[src/rtl/draw_datapath.sv]
// draw_datapath: executes controller commands, updates bird/wall geometry, streams pixels to the VGA adapter
module draw_datapath #(
  parameter int unsigned BIRD_X    = 20,
  parameter int unsigned BIRD_SIZE = 4,
  parameter int unsigned WALL_W    = 8,
  parameter int unsigned GAP_H     = 32,
  parameter int unsigned SCREEN_W  = 160,
  parameter int unsigned SCREEN_H  = 120
) (
  input  logic       clk,
  input  logic       reset,
  input  logic [3:0] cmd,
  input  logic       cmd_valid,
  output logic       cmd_ready,
  output logic       flag,
  output logic       collision,
  output logic [7:0] x,
  output logic [6:0] y,
  output logic [2:0] colour,
  output logic       plot
);
  typedef enum logic [1:0] {IDLE, SCAN, DONE} state_t;
  localparam logic [6:0] BIRD_MAX = 7'(SCREEN_H - BIRD_SIZE);
  state_t state, state_n;
  logic [3:0] cmd_q, acmd;
  logic [6:0] bird_y, gap_y, cy, ny, y0, h, py;
  logic [7:0] wall_x, lfsr, lfsr_n, cx, nx, x0, w, px;
  logic [2:0] col;
  logic accept, bird, wall, is_scan, last, emit, pix_on, ox, hit, eval;
  assign cmd_ready = state == IDLE || state == DONE;
  assign flag = state == DONE;
  assign accept = cmd_valid && cmd_ready;
  assign lfsr_n = {lfsr[6:0], lfsr[7] ^ lfsr[5] ^ lfsr[4] ^ lfsr[3]};
  assign ox = 9'(BIRD_X + BIRD_SIZE - 1) >= {1'b0, wall_x} && 9'(BIRD_X) <= {1'b0, wall_x} + 9'(WALL_W - 1);
  assign hit = (ox && ({2'b0, bird_y} < {2'b0, gap_y} ||
               {2'b0, bird_y} + 9'(BIRD_SIZE - 1) >= {2'b0, gap_y} + 9'(GAP_H))) || bird_y == BIRD_MAX;
  assign eval = state == DONE && (cmd_q == 4'd2 || cmd_q == 4'd3 || cmd_q == 4'd6);
  // scan geometry of the active command and the next pixel it emits
  always_comb begin
    acmd = accept ? cmd : cmd_q;
    bird = acmd == 4'd1 || acmd == 4'd4;
    wall = acmd == 4'd5 || acmd == 4'd7;
    is_scan = bird || wall || acmd == 4'd8;
    x0 = bird ? 8'(BIRD_X) : wall ? wall_x : 8'd0;
    y0 = bird ? bird_y : 7'd0;
    w = bird ? 8'(BIRD_SIZE) : wall ? 8'(WALL_W) : 8'(SCREEN_W);
    h = bird ? 7'(BIRD_SIZE) : 7'(SCREEN_H);
    col = acmd == 4'd4 ? 3'b110 : acmd == 4'd7 ? 3'b010 : 3'b000;
    last = cx == w - 8'd1 && cy == h - 7'd1;
    nx = accept || cx == w - 8'd1 ? 8'd0 : cx + 8'd1;
    ny = accept ? 7'd0 : cx == w - 8'd1 ? cy + 7'd1 : cy;
    px = x0 + nx;
    py = y0 + ny;
    pix_on = !wall || {2'b0, py} < {2'b0, gap_y} || {2'b0, py} >= {2'b0, gap_y} + 9'(GAP_H);
    emit = accept ? is_scan : state == SCAN && !last;
    state_n = accept ? (is_scan ? SCAN : DONE) :
              state == SCAN ? (last ? DONE : SCAN) : IDLE;
  end
  // state, geometry, collision and registered pixel outputs
  always_ff @(posedge clk) begin
    if (reset) begin
      state <= IDLE;
      cmd_q <= 4'd0;
      bird_y <= 7'd56;
      wall_x <= 8'd152;
      gap_y <= 7'd40;
      lfsr <= 8'hA5;
      collision <= 1'b0;
      cx <= 8'd0;
      cy <= 7'd0;
      x <= 8'd0;
      y <= 7'd0;
      colour <= 3'd0;
      plot <= 1'b0;
    end else begin
      state <= state_n;
      plot <= emit && pix_on;
      if (emit) begin
        cx <= nx;
        cy <= ny;
        colour <= col;
      end
      if (emit && pix_on) begin
        x <= px;
        y <= py;
      end
      if (eval) collision <= collision | hit;
      if (accept) begin
        cmd_q <= cmd;
        if (cmd == 4'd2) bird_y <= bird_y < 7'd2 ? 7'd0 : bird_y - 7'd2;
        if (cmd == 4'd3) bird_y <= bird_y >= BIRD_MAX ? BIRD_MAX : bird_y + 7'd1;
        if (cmd == 4'd6) begin
          wall_x <= wall_x == 8'd0 ? 8'(SCREEN_W - WALL_W) : wall_x - 8'd1;
          if (wall_x == 8'd0) begin
            lfsr <= lfsr_n;
            gap_y <= 7'd16 + {1'b0, lfsr_n[5:0]};
          end
        end
        if (cmd == 4'd8) collision <= 1'b0;
      end
    end
  end
endmodule

[config.mk]
export PLATFORM = sky130hd
export DESIGN_NAME = draw_datapath
export DESIGN_NICKNAME = d
export VERILOG_FILES = /design/src/rtl/draw_datapath.sv
export SDC_FILE = /design/constraint.sdc
export NUM_CORES = 1
export LEC_CHECK = 0
export BUFFER_PORTS_ARGS = -buffer_cell sky130_fd_sc_hd__buf_2
export CORE_MARGIN = 1
export CORE_UTILIZATION = 25
export DETAILED_ROUTE_END_ITERATION = 6
export HOLD_SLACK_MARGIN = 0.06
export PLACE_DENSITY_LB_ADDON = 0.12
export RECOVER_POWER = 50
export SLEW_MARGIN = 20
export SYNTH_ARGS = -nofsm -noshare
export SYNTH_HDL_FRONTEND = slang
export SYNTH_SLANG_ARGS = --single-unit
[constraint.sdc]
create_clock -name clk -period 14.85 [get_ports clk]
set_clock_uncertainty 0.2 [all_clocks]
set_input_delay 0.7425 -clock clk [delete_from_list [all_inputs] [get_ports clk]]
set_output_delay 0.7425 -clock clk [all_outputs]
set_load 0.05 [all_outputs]
Yosys cells after proc, flatten, opt, wreduce, memory -nomap -nowiden. Index checks and enable logic that the tools add are counted.

Bits in registers: 71. Output and inout port bits: 22.

Order comparisons: 8. Equality and inequality tests: 17. Muxes and demuxes: 25. Reductions and logical operators: 27. Add/sub/neg operators: 13. Bitwise operators: 4.

Operator list (number): $mux W7 (8); $mux W8 (6); $eq A4 B3 Y1 const B (5); $eq A4 B2 Y1 const B (4); $sub A8 B1 Y8 const B (2); $add A7 B1 Y7 const B (2); $lt A7 B7 Y1 (2); $logic_or A1 B1 Y1 (12); $mux W2 (5); $add A8 B3 Y9 const B (1); $ge A8 B9 Y1 (1); $le A5 B9 Y1 const A (1); $add A7 B2 Y8 const B (1); $add A7 B6 Y8 const B (1); $add A8 B1 Y8 const B (1); $add A8 B8 Y8 (1); $eq A4 B4 Y1 const B (2); $eq A8 B8 Y1 (1); $ge A5 B8 Y1 const A (1); $ge A7 B8 Y1 (1); $logic_not A8 Y1 (1); $add A5 B6 Y7 const A (1); $add A7 B7 Y7 (1); $eq A7 B7 Y1 (1); other kinds (19) (32).

Longest topological paths before layout. Gate-level depths: netlist of run 1.

Word-level depth: 17. Gate-level depth with buffers: 30. Mapped depth without buffers: 26.

Least setup slack after synthesis of run 1. No wires, ideal clock.

Kind: input-to-reg. Start: in cmd[3]. End: reg x[5]. Cell stages on the path: 26. Library setup time: 128 ps. Arrival: 5773 ps. Required time: 14522 ps. Setup slack: 8750 ps. Cell sequence: or4b_4 > o31ai_2 > o21ai_2 > or3_4 > a211oi_2 > buf_2 > mux2i_1 > or2_2 > fa_1 > nor2b_1 > o21ai_0 > a21boi_0 > o21a_1 > nor2_1 > xnor2_1 > xnor2_1 > inv_1 > ha_1 > nor3b_1 > a311o_1 > a31oi_1 > a211oi_2 > buf_6 > buf_6 > mux2i_1 > nor2_1.

Word-level cells in the longest chain between the ends: 14. Elaborated cells between the ends (all ways): 36.

RTL lines: start: declaration (RTL line 12) `input logic [3:0] cmd,`; $mux W4 *; $eq A4 B3 Y1 (RTL line 42) `wall = acmd == 4'd5 || acmd == 4'd7;`; $logic_or A1 B1 Y1 (RTL line 42); $mux W8 (2 in a row) (RTL line 46) `w = bird ? 8'(BIRD_SIZE) : wall ? 8'(WALL_W) : 8'(SCREEN_W);`; $sub A8 B1 Y8 (RTL line 51) `ny = accept ? 7'd0 : cx == w - 8'd1 ? cy + 7'd1 : cy;`; $eq A8 B8 Y1 (RTL line 51); $mux W7 (2 in a row) (RTL line 51); $add A7 B7 Y7 * (RTL line 53) `py = y0 + ny;`; named net py[6] (RTL line 26) `logic [6:0] bird_y, gap_y, cy, ny, y0, h, py;`; $lt A7 B7 Y1 (RTL line 54) `pix_on = !wall || {2'b0, py} < {2'b0, gap_y} || {2'b0, py} >= {2'b0, gap_y} + 9'(GAP_H);`; $logic_or A1 B1 Y1 (RTL line 54); $logic_or A1 B1 Y1 * (RTL line 54); $logic_and A1 B1 Y1 * (RTL line 83) `if (emit && pix_on) begin`; end signal: assignment (RTL line 84) `x <= px;`; end: declaration (RTL line 17) `output logic [7:0] x,`.

Mark *: on every way through the listed nets, which the timed path passes. The rest lies on a longest branch. A chain may end at the register's enable or synchronous reset.

Worst setup path in the final report of run 1.
Start: in cmd_valid. End: reg x[5].

Word-level cells in the longest chain between the ends: 15. Elaborated cells between the ends (all ways): 37.

RTL lines: start: declaration (RTL line 13) `input logic cmd_valid,`; $logic_and A1 B1 Y1 * (RTL line 32) `assign accept = cmd_valid && cmd_ready;`; $mux W4; $eq A4 B3 Y1 (RTL line 42); $logic_or A1 B1 Y1 (RTL line 42); $mux W8 (2 in a row) (RTL line 46); $sub A8 B1 Y8 (RTL line 51); $eq A8 B8 Y1 (RTL line 51); $mux W7 (2 in a row) (RTL line 51); $add A7 B7 Y7 * (RTL line 53); named net py[6] (RTL line 26); $lt A7 B7 Y1 (RTL line 54); $logic_or A1 B1 Y1 (RTL line 54); $logic_or A1 B1 Y1 * (RTL line 54); $logic_and A1 B1 Y1 * (RTL line 83).

Marks and branches as above.

==> metrics.md, run 1 <==
| Metric | Value |
|---|---|
| Outcome | `finished, final reports clean` |
| Die width | `142 microns` |
| Worst skew pair latency | `340 ps` |
| Class of the most critical setup path | `in2reg` |
| First-pass GRT wire length | `22.6 mm` |
| Largest net degree at the start of global routing | `59` |
| Int Pwr | `0.342 mW` |
| Max Clk Rate | `0.129 GHz` |
| Crit start category | `primary input` |
| FFs w/ async S/R, synth | `0%` |
| Clock Sinks | `69` |
| Worst Hold Class | `reg2reg` |
| Mean Syn Cell Area | `8.11 sq um` |
| Total core area | `18900 sq um` |
| Layout cell share with drive strength beyond 1 | `6.76%` |
| Number of synthesized register bits | `69` |
| Syn nets | `660` |
| Clk root buf | `clkbuf_16` |
| Cell family with most CP delay | `compound AO/OA/AOI/OAI gates` |
| Worst path most repeated cell | `mux2i_1` |
| Post-synthesis cell count | `602` |
| Netlist Area Pre-Place | `4880 sq um` |
| Tot GR Track Use | `14.7%` |
| Final Hold Viols | `0` |
| TritonCTS Buffers | `9` |
| Layout Cells excl Fill | `881` |
| Tmin final | `7770 ps` |
| Slew HR | `33.6%` |
| Comb pwr share | `20.4%` |
| Number of flops mapped to enable cells by yosys | `0` |
| Hold-fix buffers, CTS | `0` |
| VDD IR max | `0.0590 mV` |
| Die H | `142 microns` |
| WP data required | `14850 ps` |
| Max cap viols | `0` |
| Clock power share | `40.6%` |
| Initial antenna violation count | `0` |
| Vias in the first global route | `4143` |
| CTS Buffer Depth | `2` |
| Wire per inst | `15.7 microns` |
| Final worst-path cycle share | `52.3%` |
| Post-CTS Resized | `0` |
| Std cell rows | `50` |
| GPL Wtd Cong | `0.822` |
| TritonRoute pass-1 iters | `4` |
| Setup Viol. Count Final | `0` |
| Total vias in the final route | `4246` |
| PortBufs | `27` |
| Initial Util | `25.8%` |
| Critical path capture point type | `register` |
| Net count, final | `674` |
| Critical path fanouts, max | `15` |
| Postcts setup bufs | `0` |
| Worst Tran Pin Value | `969 ps` |
| Boundary Pins | `29` |
| Switching Power | `0.168 mW` |
| Routed Antenna Nets | `0` |
| Fillers | `2074` |
| Post-route setup TNS | `0 ps` |
| Fin. max-slew vios | `0` |
| HPWL reported at the end of detailed placement | `10.3 mm` |
| Yosys cell types | `69` |
| PwrDens | `92.8 nW/um^2` |
| # diodes | `0` |
| Remaining DRCs | `0` |
| 1st-iter DRT viols | `197` |
| CTS tree | `built` |
| Sequential Power Share | `39.0%` |
| Full die area | `20100 sq um` |
| Most used DFF post-synth | `dfxtp_1` |
| Max incr delay on CP | `880 ps` |
| Via density | `4.82` |
| Sw Share | `33.0%` |
| Critical Path AT | `7770 ps` |
| P&R area growth vs syn | `12.7%` |
| Static leakage power | `2.08 nW` |
| CP bufs+invs | `3` |
| Slowest cell on crit path | `mux2i_1` |
| Clock transition at path regs | `60 ps` |
| H-Tree Depth | `3` |
| Register area share after synthesis | `28.3%` |
| Dpl cells | `864` |
| GR Overflow Total | `0` |
| Syn. warnings | `0` |
| Routed Wire Length | `13.8 mm` |
| Unrepaired setup endpoints after global routing | `no` |
stage by stage:
stage	power, mW	setup WS, ps	utilization [%]	hold WS [ps]	cell area, sq um
2_1_floorplan	0.283	8750	-	232	4880
3_3_place_gp	0.307	6890	27.7	242	5230
3_5_place_dp	0.308	6570	27.7	249	5230
4_1_cts	0.519	6920	29.2	257	5510
5_1_grt	0.538	6480	29.1	279	5500
6_report	0.510	7080	29.1	251	5500
cell type report:
cell class | instances | area, sq um | area share, %
clock buffer | 11 | 243 | 4.41
clock inverter | 5 | 36.3 | 0.660
inverter | 33 | 124 | 2.25
multi-input combinational | 473 | 3250 | 59.1
sequential | 69 | 1380 | 25.1
tap | 260 | 325 | 5.92
timing repair buffer | 30 | 138 | 2.50
power by group through the flow:
stage,logic (mW),clock network [mW],registers [mW]
2_1_floorplan,0.0671,0,0.216
3_3_place_gp,0.104,0,0.203
3_5_place_dp,0.105,0,0.203
4_1_cts,0.105,0.215,0.199
5_1_grt,0.114,0.224,0.200
6_report,0.104,0.207,0.199
layer usage:
| metal | GRT usage [%] | share of wire, % |
|---|---|---|
| met5 | 0 | 0 |
| met4 | 4.53 | 1.8 |
| met3 | 2.97 | 2.8 |
| met2 | 23.0 | 44 |
| met1 | 20.2 | 51 |
worst reg2reg max path: stages (launching register included):
cell	delay, ps
dfxtp_1	420
nand2b_1	540
mux2i_1	880
o21ai_2	250
or3_4	460
a211oi_2	780
mux2i_1	190
or2_2	340
fa_1	460
nor2b_1	110
o21ai_0	90
a21boi_0	280
o21a_1	150
nor2_1	40
xnor2_1	130
xnor2_1	260
inv_1	100
ha_1	300
nor3b_1	260
a311o_1	160
a31oi_1	170
a211oi_4	520
buf_8	240
mux2i_1	200
nor2_1	60
synth_stat cells (4+ instances only):
library cell	number	area share, %
o21ai_0	20	2.1
nor3_1	25	2.6
nor2b_1	8	1.0
clkbuf_1	18	1.4
inv_1	33	2.5
xor2_1	12	2.2
xnor2_1	23	4.1
a211oi_1	4	0.62
a21o_1	7	1.1
nand3_1	13	1.3
a31oi_1	5	0.64
a21oi_1	42	4.3
nand2b_1	8	1.0
dfxtp_1	69	28
mux2i_1	17	3.5
nor3b_1	5	0.77
ha_1	49	13
nor4_1	5	0.64
a211oi_2	7	1.8
nand2_1	68	5.2
and2_1	8	1.0
or3_1	5	0.64
nor2_1	64	4.9
o21a_1	8	1.2
and3_1	9	1.2
sequential cells by signal, indices dropped and copies added, names as in the netlist:
register	count
plot	1
collision	1
colour	2
lfsr	7
cmd_q	4
cx	8
y	7
wall_x	8
cy	7
gap_y	7
x	8
bird_y	7
state	2
logic make-up (layout without fill, tap and decap cells):
| kind of cell | count (synthesis) | in the layout | share of synthesized area [%] |
|---|---|---|---|
| muxes | 19 | 19 | 4.00 |
| AOI/OAI and AO/OA | 128 | 128 | 18.4 |
| and+or+nand+nor | 238 | 238 | 23.9 |
| other | 1 | 1 | 0.0768 |
| adders and majority gates | 51 | 51 | 13.4 |
| xor gates and xnor gates | 36 | 36 | 6.74 |
| buffers and inverters | 60 | 79 | 5.23 |
| DFF | 69 | 69 | 28.3 |
cell usage in the layout (no fill, tap or decap), types with 13 or more instances in the layout:
master and count:
dfxtp_1 69, nand2_1 68, nor2_1 64, ha_1 49, a21oi_1 42, inv_1 33
nor3_1 25, xnor2_1 23, clkbuf_1 23, o21ai_0 20, mux2i_1 17, nand3_1 13
path summary, 6_finish.rpt:
check,to,slack (ps),from,depth (start not counted)
max,x[5],7080,cmd_valid,25
min,lfsr[6],250,lfsr[6],2
max reg2reg,x[5],7110,state[0],24
min reg2reg,lfsr[6],250,lfsr[6],2
(Power assumes the default switching activity.)
==> inputs of run 2 (changes only) <==
==> constraint.sdc (replaced) <==
create_clock -name clk -period 6.25 [get_ports clk]
set_clock_uncertainty 0.2 [all_clocks]
set_input_delay 0.3125 -clock clk [delete_from_list [all_inputs] [get_ports clk]]
set_output_delay 0.3125 -clock clk [all_outputs]
set_load 0.05 [all_outputs]
==> run 2 against run 1 <==
  * Cell area increased by 3.7%
  * Combinational power rose to 2.6 times the previous value
  * Cell count increased by 1.6%
  * Flip-flop and latch count did not move
  * Worst hold slack got worse by 170 ps
  * Critical path type is now reg2reg
  * Largest cell class unchanged
  * Largest power group unchanged
==> metrics.md, run 2 (synthesis results as in run 1) <==
| Metric | Value |
|---|---|
| HPWL reported at the end of detailed placement | `10.5 mm` |
| Reg-to-reg endpoint | `x[4]` |
| Fin. max-slew vios | `0` |
| Die width | `142 microns` |
| Remaining DRCs | `0` |
| H-Tree Depth | `3` |
| Gr busiest metal | `met2` |
| Static leakage power | `2.18 nW` |
| Clock Sinks | `69` |
| Initial Util | `25.8%` |
| Layout cell share with drive strength beyond 1 | `9.29%` |
| Post-route setup TNS | `0 ps` |
| Vias in the first global route | `4220` |
| Tmin final | `5820 ps` |
| WP data required | `6250 ps` |
| Worst Tran Pin Value | `901 ps` |
| GR Overflow Total | `0` |
| Finished Core Util | `30.2%` |
| Clock transition at path regs | `60 ps` |
| Total vias in the final route | `4296` |
| TritonRoute pass-1 iters | `7` |
| Routed Antenna Nets | `0` |
| Hold path startpoint | `cmd[3]` |
| R2R Setup Slk | `430 ps` |
| Class of the most critical setup path | `reg2reg` |
| Die H | `142 microns` |
| Worst skew pair latency | `340 ps` |
| PwrDens | `229 nW/um^2` |
| Net count, final | `688` |
| Hold Path Depth | `3` |
| Hold endpoint | `cmd_q[3]` |
| Largest net degree at the start of global routing | `59` |
| Initial antenna violation count | `0` |
| CTS Buffer Depth | `2` |
| Via density | `4.80` |
| Worst Hold Class | `in2reg` |
| Most frequent cells in the layout | `dfxtp_1, nand2_1, nor2_1, ha_1, a21oi_1` |
| Final Hold Viols | `0` |
| R2R depth | `24` |
| # diodes | `0` |
| Critical path capture point type | `register` |
| Total core area | `18900 sq um` |
| Tot GR Track Use | `14.7%` |
| Max cap viols | `0` |
| CTS tree | `built` |
| VDD IR max | `0.134 mV` |
| GPL Wtd Cong | `0.802` |
| Boundary Pins | `29` |
| R2r startpoint | `state[0]` |
| Outcome | `finished, final reports clean` |
| Critical path fanouts, max | `15` |
| M2 GR Usage | `22.9%` |
| P&R area growth vs syn | `16.8%` |
| Commonest non-fill, non-tap cell in the layout | `dfxtp_1` |
| PortBufs | `27` |
| Routed Wire Length | `13.9 mm` |
| Worst hold slack | `84.2 ps` |
| Slew HR | `39.5%` |
| Met1 usage | `19.7%` |
| Clk root buf | `clkbuf_16` |
| Full die area | `20100 sq um` |
| 1st-iter DRT viols | `263` |
| Power Total | `1.31 mW` |
| Setup Viol. Count Final | `0` |
| TritonCTS Buffers | `9` |
| Final worst-path cycle share | `93.1%` |
| Biggest registers after layout | `cx: 8 flops, wall_x: 8 flops, x: 8 flops` |
| Wire per inst | `15.5 microns` |
| Std cell rows | `50` |
| Max Clk Rate | `0.172 GHz` |
| Critical Path AT | `5820 ps` |
| First-pass GRT wire length | `22.7 mm` |
| GRT met3 Usage | `3.14%` |
| Crit start category | `register` |
==> run 2: cell count changes in the layout (fill, tap and decap cells not counted), moves of 2 or more <==
cell / previous run / this run
clkinvlp_4: 3 / 1
buf_4: 2 / 14
inv_6: 0 / 2
bufinv_16: 0 / 2
==> run 2: area by class of cell <==
cell class | count | area (sq um)
well taps | 260 | 325
multi-input cells | 473 | 3310
fillers | 2053 | 13200
repair buffers | 44 | 239
inverters | 33 | 124
flip-flops and latches | 69 | 1380
clock buffers | 10 | 229
clock inverters | 6 | 93.8
==> run 2: routing by layer <==
metal,share of wire (%),vias to the layer above
met1,50,2028
met4,1.9,0
li1,-,2186
met5,0,-
met2,45,65
met3,2.7,17
==> run 2: per-stage QoR <==
step / setup slack (ps) / cell area, sq um / instances
after global placement: 269 / 5320 / 875
after CTS: 124 / 5650 / 892
final: 431 / 5700 / 895
after floorplan: 539 / 4880 / 602
after detailed placement: 42.0 / 5320 / 875
after global routing: -1.58 / 5700 / 895
==> run 2: timing repair <==
| item | CTS | global route |
|---|---|---|
| pin swaps | 0 | 1 |
| hold buffers | 1 | 0 |
| gates resized for setup | 1 | 11 |
| endpoints found under the setup margin | 1 | 15 |
| endpoints found under the hold margin | 1 | 0 |
| buffers inserted | 0 | 3 |
==> run 2: where the power goes <==
part | total (mW) | internal (mW) | switching, mW
sequential | 0.472 | 0.456 | 0.0153
combinational | 0.268 | 0.0877 | 0.180
clock | 0.566 | 0.353 | 0.213
==> run 2: worst max path at each step <==
stage	from	to	slack, ps	cells past startpoint
2_1_floorplan	state[0]	x[5]	540	26
3_3_place_gp	state[0]	x[2]	270	25
3_5_place_dp	state[0]	x[4]	40	25
4_1_cts	state[0]	x[4]	120	24
5_1_grt	state[0]	x[4]	-2	25
6_report	state[0]	x[4]	430	24
==> run 2: critical path, cell delays in order (launching register included) <==
cell	delay, ps
dfxtp_1	360
or4b_4	580
o31ai_4	90
o21ai_2	100
or3_4	420
a211oi_4	350
mux2i_1	140
or2_2	320
fa_1	460
nor2b_1	130
o21ai_0	120
a21boi_1	240
o21a_1	140
nor2_1	40
xnor2_1	120
xnor2_1	210
inv_1	90
ha_1	290
nor3b_1	240
a311o_1	170
a31oi_2	130
a211oi_4	200
buf_6	230
mux2i_1	230
nor2_1	60
